===== src/rtl/uart_tx_serializer_if.sv =====
// Byte-write handshake between a producer and the UART transmit serializer.
// The producer drives tx_wr/tx_data; the serializer returns tbr (holding register empty).
interface uart_tx_serializer_if;
    logic       tx_wr;
    logic [7:0] tx_data;
    logic       tbr;

    modport master (output tx_wr, output tx_data, input tbr);
    modport slave  (input tx_wr, input tx_data, output tbr);
endinterface


===== src/rtl/uart_tx_serializer.sv =====
// UART transmit serializer: one-entry holding register feeding an LSB-first 8N1 shifter.
// Define UART_TX_PARITY_EN to insert an even-parity bit between the data bits and the stop bit (8E1).
module uart_tx_serializer #(
    parameter int OVERSAMPLE = 16,
    parameter int TCW        = 8
) (
    input  logic                 clk,
    input  logic                 rst,
    input  logic                 baud_tick,
    uart_tx_serializer_if.slave  bus,
    output logic                 txd,
    output logic                 busy,
    output logic                 tx_done
);

`ifdef UART_TX_PARITY_EN
    typedef enum logic [2:0] {
        IDLE   = 3'd0,
        START  = 3'd1,
        DATA   = 3'd2,
        PARITY = 3'd3,
        STOP   = 3'd4
    } state_t;
`else
    typedef enum logic [2:0] {
        IDLE  = 3'd0,
        START = 3'd1,
        DATA  = 3'd2,
        STOP  = 3'd4
    } state_t;
`endif

    localparam logic [TCW-1:0] TICK_LAST = TCW'(OVERSAMPLE - 1);
    localparam logic [TCW-1:0] TICK_ONE  = TCW'(1);

    function automatic logic even_parity(input logic [7:0] data);
        return ^data;
    endfunction

    state_t         state_r, state_n;
    logic [TCW-1:0] tick_cnt_r, tick_cnt_n;
    logic [2:0]     bit_idx_r, bit_idx_n;
    logic [7:0]     shift_r, shift_n;
    logic [7:0]     hold_r, hold_n;
    logic           hold_full_r, hold_full_n;
    logic           txd_r, txd_n;
    logic           tx_done_r, tx_done_n;
    logic           busy_r;
    logic           tbr_r;
    logic           tick_s, adv_s, load_s, wr_acc_s;
`ifdef UART_TX_PARITY_EN
    logic           parity_r, parity_n;
`endif

    // Next-state, bit timing, holding-register and line-level logic.
    always_comb begin
        state_n     = state_r;
        tick_cnt_n  = tick_cnt_r;
        bit_idx_n   = bit_idx_r;
        shift_n     = shift_r;
        hold_n      = hold_r;
        hold_full_n = hold_full_r;
        txd_n       = txd_r;
        tx_done_n   = 1'b0;
        load_s      = 1'b0;
        adv_s       = 1'b0;
`ifdef UART_TX_PARITY_EN
        parity_n    = parity_r;
`endif
        wr_acc_s = bus.tx_wr && tbr_r;
        tick_s   = baud_tick && (state_r != IDLE);

        if (tick_s) begin
            if (tick_cnt_r == TICK_LAST) begin
                tick_cnt_n = '0;
                adv_s      = 1'b1;
            end else begin
                tick_cnt_n = tick_cnt_r + TICK_ONE;
            end
        end else begin
            tick_cnt_n = tick_cnt_r;
        end

        case (state_r)
            IDLE: begin
                txd_n  = 1'b1;
                load_s = hold_full_r;
            end
            START: begin
                if (adv_s) begin
                    state_n = DATA;
                    txd_n   = shift_r[0];
                end else begin
                    txd_n   = 1'b0;
                end
            end
            DATA: begin
                if (adv_s) begin
                    shift_n   = {1'b0, shift_r[7:1]};
                    bit_idx_n = bit_idx_r + 3'd1;
                    if (bit_idx_r == 3'd7) begin
`ifdef UART_TX_PARITY_EN
                        state_n = PARITY;
                        txd_n   = parity_r;
`else
                        state_n = STOP;
                        txd_n   = 1'b1;
`endif
                    end else begin
                        txd_n   = shift_r[1];
                    end
                end else begin
                    txd_n = shift_r[0];
                end
            end
`ifdef UART_TX_PARITY_EN
            PARITY: begin
                if (adv_s) begin
                    state_n = STOP;
                    txd_n   = 1'b1;
                end else begin
                    txd_n   = parity_r;
                end
            end
`endif
            STOP: begin
                txd_n = 1'b1;
                if (adv_s) begin
                    tx_done_n = 1'b1;
                    // A waiting byte starts its start bit on this same edge: no idle bit.
                    if (hold_full_r) begin
                        load_s  = 1'b1;
                    end else begin
                        state_n = IDLE;
                    end
                end else begin
                    tx_done_n = 1'b0;
                end
            end
            default: begin
                state_n = IDLE;
                txd_n   = 1'b1;
            end
        endcase

        if (load_s) begin
            shift_n     = hold_r;
            hold_full_n = 1'b0;
            tick_cnt_n  = '0;
            bit_idx_n   = 3'd0;
            state_n     = START;
            txd_n       = 1'b0;
`ifdef UART_TX_PARITY_EN
            parity_n    = even_parity(hold_r);
`endif
        end else if (wr_acc_s) begin
            hold_n      = bus.tx_data;
            hold_full_n = 1'b1;
        end else begin
            hold_n      = hold_r;
        end
    end

    // State and output registers; reset discards any frame and held byte.
    always_ff @(posedge clk) begin
        if (rst) begin
            state_r     <= IDLE;
            tick_cnt_r  <= '0;
            bit_idx_r   <= 3'd0;
            shift_r     <= 8'h00;
            hold_r      <= 8'h00;
            hold_full_r <= 1'b0;
            txd_r       <= 1'b1;
            tx_done_r   <= 1'b0;
            busy_r      <= 1'b0;
            tbr_r       <= 1'b1;
`ifdef UART_TX_PARITY_EN
            parity_r    <= 1'b0;
`endif
        end else begin
            state_r     <= state_n;
            tick_cnt_r  <= tick_cnt_n;
            bit_idx_r   <= bit_idx_n;
            shift_r     <= shift_n;
            hold_r      <= hold_n;
            hold_full_r <= hold_full_n;
            txd_r       <= txd_n;
            tx_done_r   <= tx_done_n;
            busy_r      <= (state_n != IDLE);
            tbr_r       <= ~hold_full_n;
`ifdef UART_TX_PARITY_EN
            parity_r    <= parity_n;
`endif
        end
    end

    assign txd     = txd_r;
    assign busy    = busy_r;
    assign tx_done = tx_done_r;
    assign bus.tbr = tbr_r;

`ifndef UART_TX_PARITY_EN
    // Parity helper only feeds the parity register in the 8E1 build.
    logic unused_parity_s;
    assign unused_parity_s = even_parity(hold_r);
`endif

endmodule


===== src/flat_wrapper.sv =====
// flat-port wrapper written by rule: the top's interface ports become plain ports
module uart_tx_serializer_flat 
#(
    parameter int OVERSAMPLE = 16,
    parameter int TCW        = 8
)
  (clk, rst, baud_tick, txd, busy, tx_done, bus_tx_wr, bus_tx_data, bus_tbr);
  uart_tx_serializer_if bus_i ();
  input  logic clk;
  input  logic rst;
  input  logic baud_tick;
  output logic txd;
  output logic busy;
  output logic tx_done;
  input wire logic [$bits(bus_i.tx_wr)-1:0] bus_tx_wr;
  input wire logic [$bits(bus_i.tx_data)-1:0] bus_tx_data;
  output wire logic [$bits(bus_i.tbr)-1:0] bus_tbr;
  assign bus_i.tx_wr = bus_tx_wr;
  assign bus_i.tx_data = bus_tx_data;
  assign bus_tbr = bus_i.tbr;
  uart_tx_serializer #(.OVERSAMPLE(OVERSAMPLE), .TCW(TCW)) u_core (.clk(clk), .rst(rst), .baud_tick(baud_tick), .bus(bus_i), .txd(txd), .busy(busy), .tx_done(tx_done));
endmodule

===== config.mk =====
export PLATFORM = sky130hd
export DESIGN_NAME = uart_tx_serializer_flat
export DESIGN_NICKNAME = d
export VERILOG_FILES = /design/src/rtl/uart_tx_serializer_if.sv /design/src/rtl/uart_tx_serializer.sv /design/src/flat_wrapper.sv
export SDC_FILE = /design/constraint.sdc
export NUM_CORES = 1
export LEC_CHECK = 0
export ABC_AREA = 1
export CORE_UTILIZATION = 45
export CTS_BUF_LIST = sky130_fd_sc_hd__clkbuf_16
export CTS_CLUSTER_SIZE = 24
export DETAILED_ROUTE_END_ITERATION = 6
export HOLD_SLACK_MARGIN = 0.05
export PLACE_DENSITY_LB_ADDON = 0.05
export SETUP_SLACK_MARGIN = 0.15
export SLEW_MARGIN = 10
export SYNTH_ARGS = -nofsm -noshare
export SYNTH_HDL_FRONTEND = slang
export SYNTH_SLANG_ARGS = --single-unit
export TNS_END_PERCENT = 100

===== constraint.sdc =====
create_clock -name clk -period 1.5 [get_ports clk]
set_input_delay 0.375 -clock clk [delete_from_list [all_inputs] [get_ports clk]]
set_output_delay 0.375 -clock clk [all_outputs]
set_load 0.01 [all_outputs]

==> run_results.csv <==
group,metric,value,unit
setup_path,rr_worst_depth,10,
route,drt_iter0_drc,85,
sta,hold_violations,0,
yosys,yosysUniqueCellTypes,29,
yosys,synth_top_cell_area_share,0.424,
setup_path,cp.required,1670,ps
placed_design,placed_cell_area,2010,µm²
power_and_ir_drop,p_leak,1.09,nW
yosys,synth_area,1650,µm²
setup_path,r2r_setup_slack,-30,ps
route,wl,4900,µm
yosys,seq_area_frac_synth,0.424,
layout,multi_input_area,1230,µm²
grt,grt_usage,0.265,
sta,slew_viol_final,0,
grt,grt_max_degree,17,
outcome,status,"complete, but fails checks",
setup_path,regToRegEndpoint,"u_core.busy",
placed_design,place.gp.congestion,0.849,
yosys,synth_edf_count,0,
die,initial_core_util,0.484,
yosys,synth_nets,242,
power_and_ir_drop,peakVddDrop,0.00109,V
yosys,ys_top_cells_by_count,"nand2_1, dfxtp_1, nand3_1",
min_path,min_path_type,"reg -> reg",
setup_path,setup.worst_path.class,"reg -> reg",
sta,min_period,1530,ps
setup_path,r2r_start,"u_core.tick_cnt_r[0]",
setup_path,crit_buf_inv,2,
route,drcViolationCount,0,
layout,regArea,703,µm²
placed_design,dp_hpwl,2640,µm
min_path,whs_path_depth,2,
setup_path,worstPathArrival,1700,ps
sta,tightest_slew,428,ps
setup_path,path_cells,"ha_4 -> nand3_4 -> nor2_4 -> buf_6 -> buf_6 -> nand3_2 -> nand2_2 -> nand2_2 -> nand2_2 -> nand3_2",
clock_network,clkSinkCount,35,
die,die-area,3920,µm²
route,antenna_left,0,
setup_path,path_common_cell,"nand2_2",
clock_network,cts_root_buffer,"clkbuf_16",
yosys,ys_ff_latch,35,
sta,fmax,654,MHz
sta,rsz0062_at_grt,"yes",
clock_network,insertion_delay,280,ps
yosys,synth_top_cell_by_area,"dfxtp_1",
placed_design,dp_cells,300,
power_and_ir_drop,cellPowerDensity,925,nW/µm²
clock_network,path_clk_slew,50,ps
layout,final_area,2730,µm²
clock_network,cts_tree,"yes",
sta,setup_slack,-28.4,ps
yosys,yosys_most_used_dff,"dfxtp_1",
yosys,syn_inst,227,
grt,grt_pass1_vias,1766,
layout,fin_cells,325,
run,drv_cap,0,
die,num_rows,21,
yosys,synthArstFlopShare,0,
sta,setup_violations,4,
setup_path,end_kind,"register",
setup_path,worstSetupStartpointType,"register",
die,coreArea,3420,µm²
route,routedWlPerCell,15.1,µm
setup_path,path_max_fanout,6,
layout,area_delta_synth_final,64.8,%
yosys,avgSynthCellArea,7.29,µm²
sta,fin_crit_sh,1.02,
clock_network,holdBufCountCts,0,
yosys,synth_most_common_cell,"nand2_1",
placed_design,placement.io_buffers,15,
setup_path,cp_slowest_cell,"dfxtp_2",
setup_path,critPathTopFamily,"simple AND/OR/NAND/NOR gates",
die,fp.dieH,62.6,µm
power_and_ir_drop,power,2.52,mW
min_path,min-delay-start,"u_core.hold_r[4]",
outcome,violations,"negative setup slack",
clock_network,clock_path_buffers,2,
sta,slew_headroom,0.713,
min_path,whs_endpoint,"u_core.hold_r[4]",
die,fp.dieW,62.6,µm
grt,grt.overflow.total,0,
layout,nFillCells,202,
setup_path,slowest_delay,350,ps
route,drt-pass1-iter-count,5,
clock_network,numCtsBuffers,5,
clock_network,cts.htree.levels,2,
yosys,yosys_warnings,0,
grt,grt_pass1_wl,8040,µm
die,pin_count,16,
sta,skew,4.98,ps
route,viasPerCell,5.42,
route,vias,1763,
layout,finalNetCount,294,
layout,n_antenna_cell,0,
yosys,yosys-top-cells-area,"dfxtp_1, nand3_1, nand2_1",
grt,antenna_found_initial,0,
layout,drive_above_1_share,0.452,
[per-layer routing]
| metal | track usage | vias to the layer above | share of wire |
|---|---|---|---|
| li1 | - | 847 | - |
| met1 | 0.283 | 840 | 0.38 |
| met2 | 0.497 | 57 | 0.53 |
| met3 | 0.0602 | 19 | 0.042 |
| met4 | 0.102 | 0 | 0.041 |
| met5 | 0 | - | 0 |
[cells by family (layout without fill, tap and decap cells)]
| group | after synthesis | in the layout | synth area share |
|---|---|---|---|
| XOR/XNOR | 3 | 3 | 0.0159 |
| flip-flops | 35 | 35 | 0.424 |
| adder cells (fa/ha/maj) | 3 | 3 | 0.0227 |
| AO/OA/AOI/OAI | 26 | 26 | 0.0862 |
| buffers and inverters | 36 | 86 | 0.0938 |
| AND/OR/NAND/NOR | 124 | 126 | 0.358 |
[state kept, by name, indices dropped and copies added, names as in the netlist]
register / cells
u_core.hold_full_r: 1
u_core.busy: 1
u_core.tick_cnt_r: 8
u_core.state_r: 3
u_core.bus.tbr: 1
u_core.shift_r: 8
u_core.tx_done: 1
u_core.hold_r: 8
u_core.bit_idx_r: 3
u_core.txd: 1
[worst register-to-register path, delay by kind of cell, from the launching register on]
kind / cells / cell delay (ps)
flip-flops: 1 / 350
buffers and inverters: 2 / 250
adder cells (fa/ha/maj): 1 / 160
AND/OR/NAND/NOR: 7 / 670
[power by group]
group          switching [mW]  internal (mW)
registers              0.0321          0.987
clock network           0.357          0.595
logic                   0.305          0.246
[layout make-up]
cell class | instances | share of cell area
clock buffer | 5 | 0.0459
tap | 46 | 0.0211
timing repair buffer | 53 | 0.184
inverter | 26 | 0.0358
sequential | 35 | 0.258
clock inverter | 2 | 0.00321
multi-input combinational | 158 | 0.453
[cell usage in the layout (no fill, tap or decap), types with 3 or more instances in the layout]
cell type / synthesis / routed
a21oi_1: 19 / 3
a21oi_2: 1 / 16
buf_12: 0 / 3
buf_4: 0 / 26
buf_6: 2 / 9
clkbuf_16: 0 / 5
clkdlybuf4s50_1: 0 / 10
dfxtp_1: 35 / 33
dlygate4sd2_1: 0 / 5
inv_1: 24 / 21
inv_2: 1 / 4
nand2_1: 46 / 28
nand2_2: 3 / 17
nand2_8: 0 / 6
nand3_1: 35 / 15
nand3_2: 1 / 13
nand3_4: 0 / 8
nand4_1: 10 / 10
nor2_1: 18 / 13
nor2_4: 1 / 5
xor2_1: 3 / 3
[stage by stage]
step / hold WS (ps) / setup WS [ps] / util / TNS, ps
2_1_floorplan: 436 / 22.4 / - / 0
3_3_place_gp: 454 / -331 / 0.588 / -10120
3_5_place_dp: 456 / -422 / 0.588 / -11810
4_1_cts: 464 / 59.2 / 0.732 / 0
5_1_grt: 496 / -81.0 / 0.798 / -876
6_report: 480 / -28.4 / 0.798 / -67.2
[how the worst max path moves through the flow]
stage	start	to	slack [ps]	depth (start not counted)
after floorplan	u_core.tick_cnt_r[1]	u_core.hold_r[1]	20	10
after global placement	baud_tick	u_core.shift_r[4]	-330	9
after detailed placement	baud_tick	u_core.shift_r[4]	-420	9
after CTS	u_core.tick_cnt_r[1]	u_core.busy	60	10
after global routing	u_core.tick_cnt_r[0]	u_core.busy	-80	10
final	u_core.tick_cnt_r[0]	u_core.busy	-30	10
[what timing repair did]
item / 4_1_cts / 5_1_grt
pin swaps: 17 / 16
gates resized for setup: 60 / 46
setup endpoints to repair: 38 / 34
gates cloned: 4 / 0
setup buffers: 9 / 5
(Power assumes the default switching activity.)
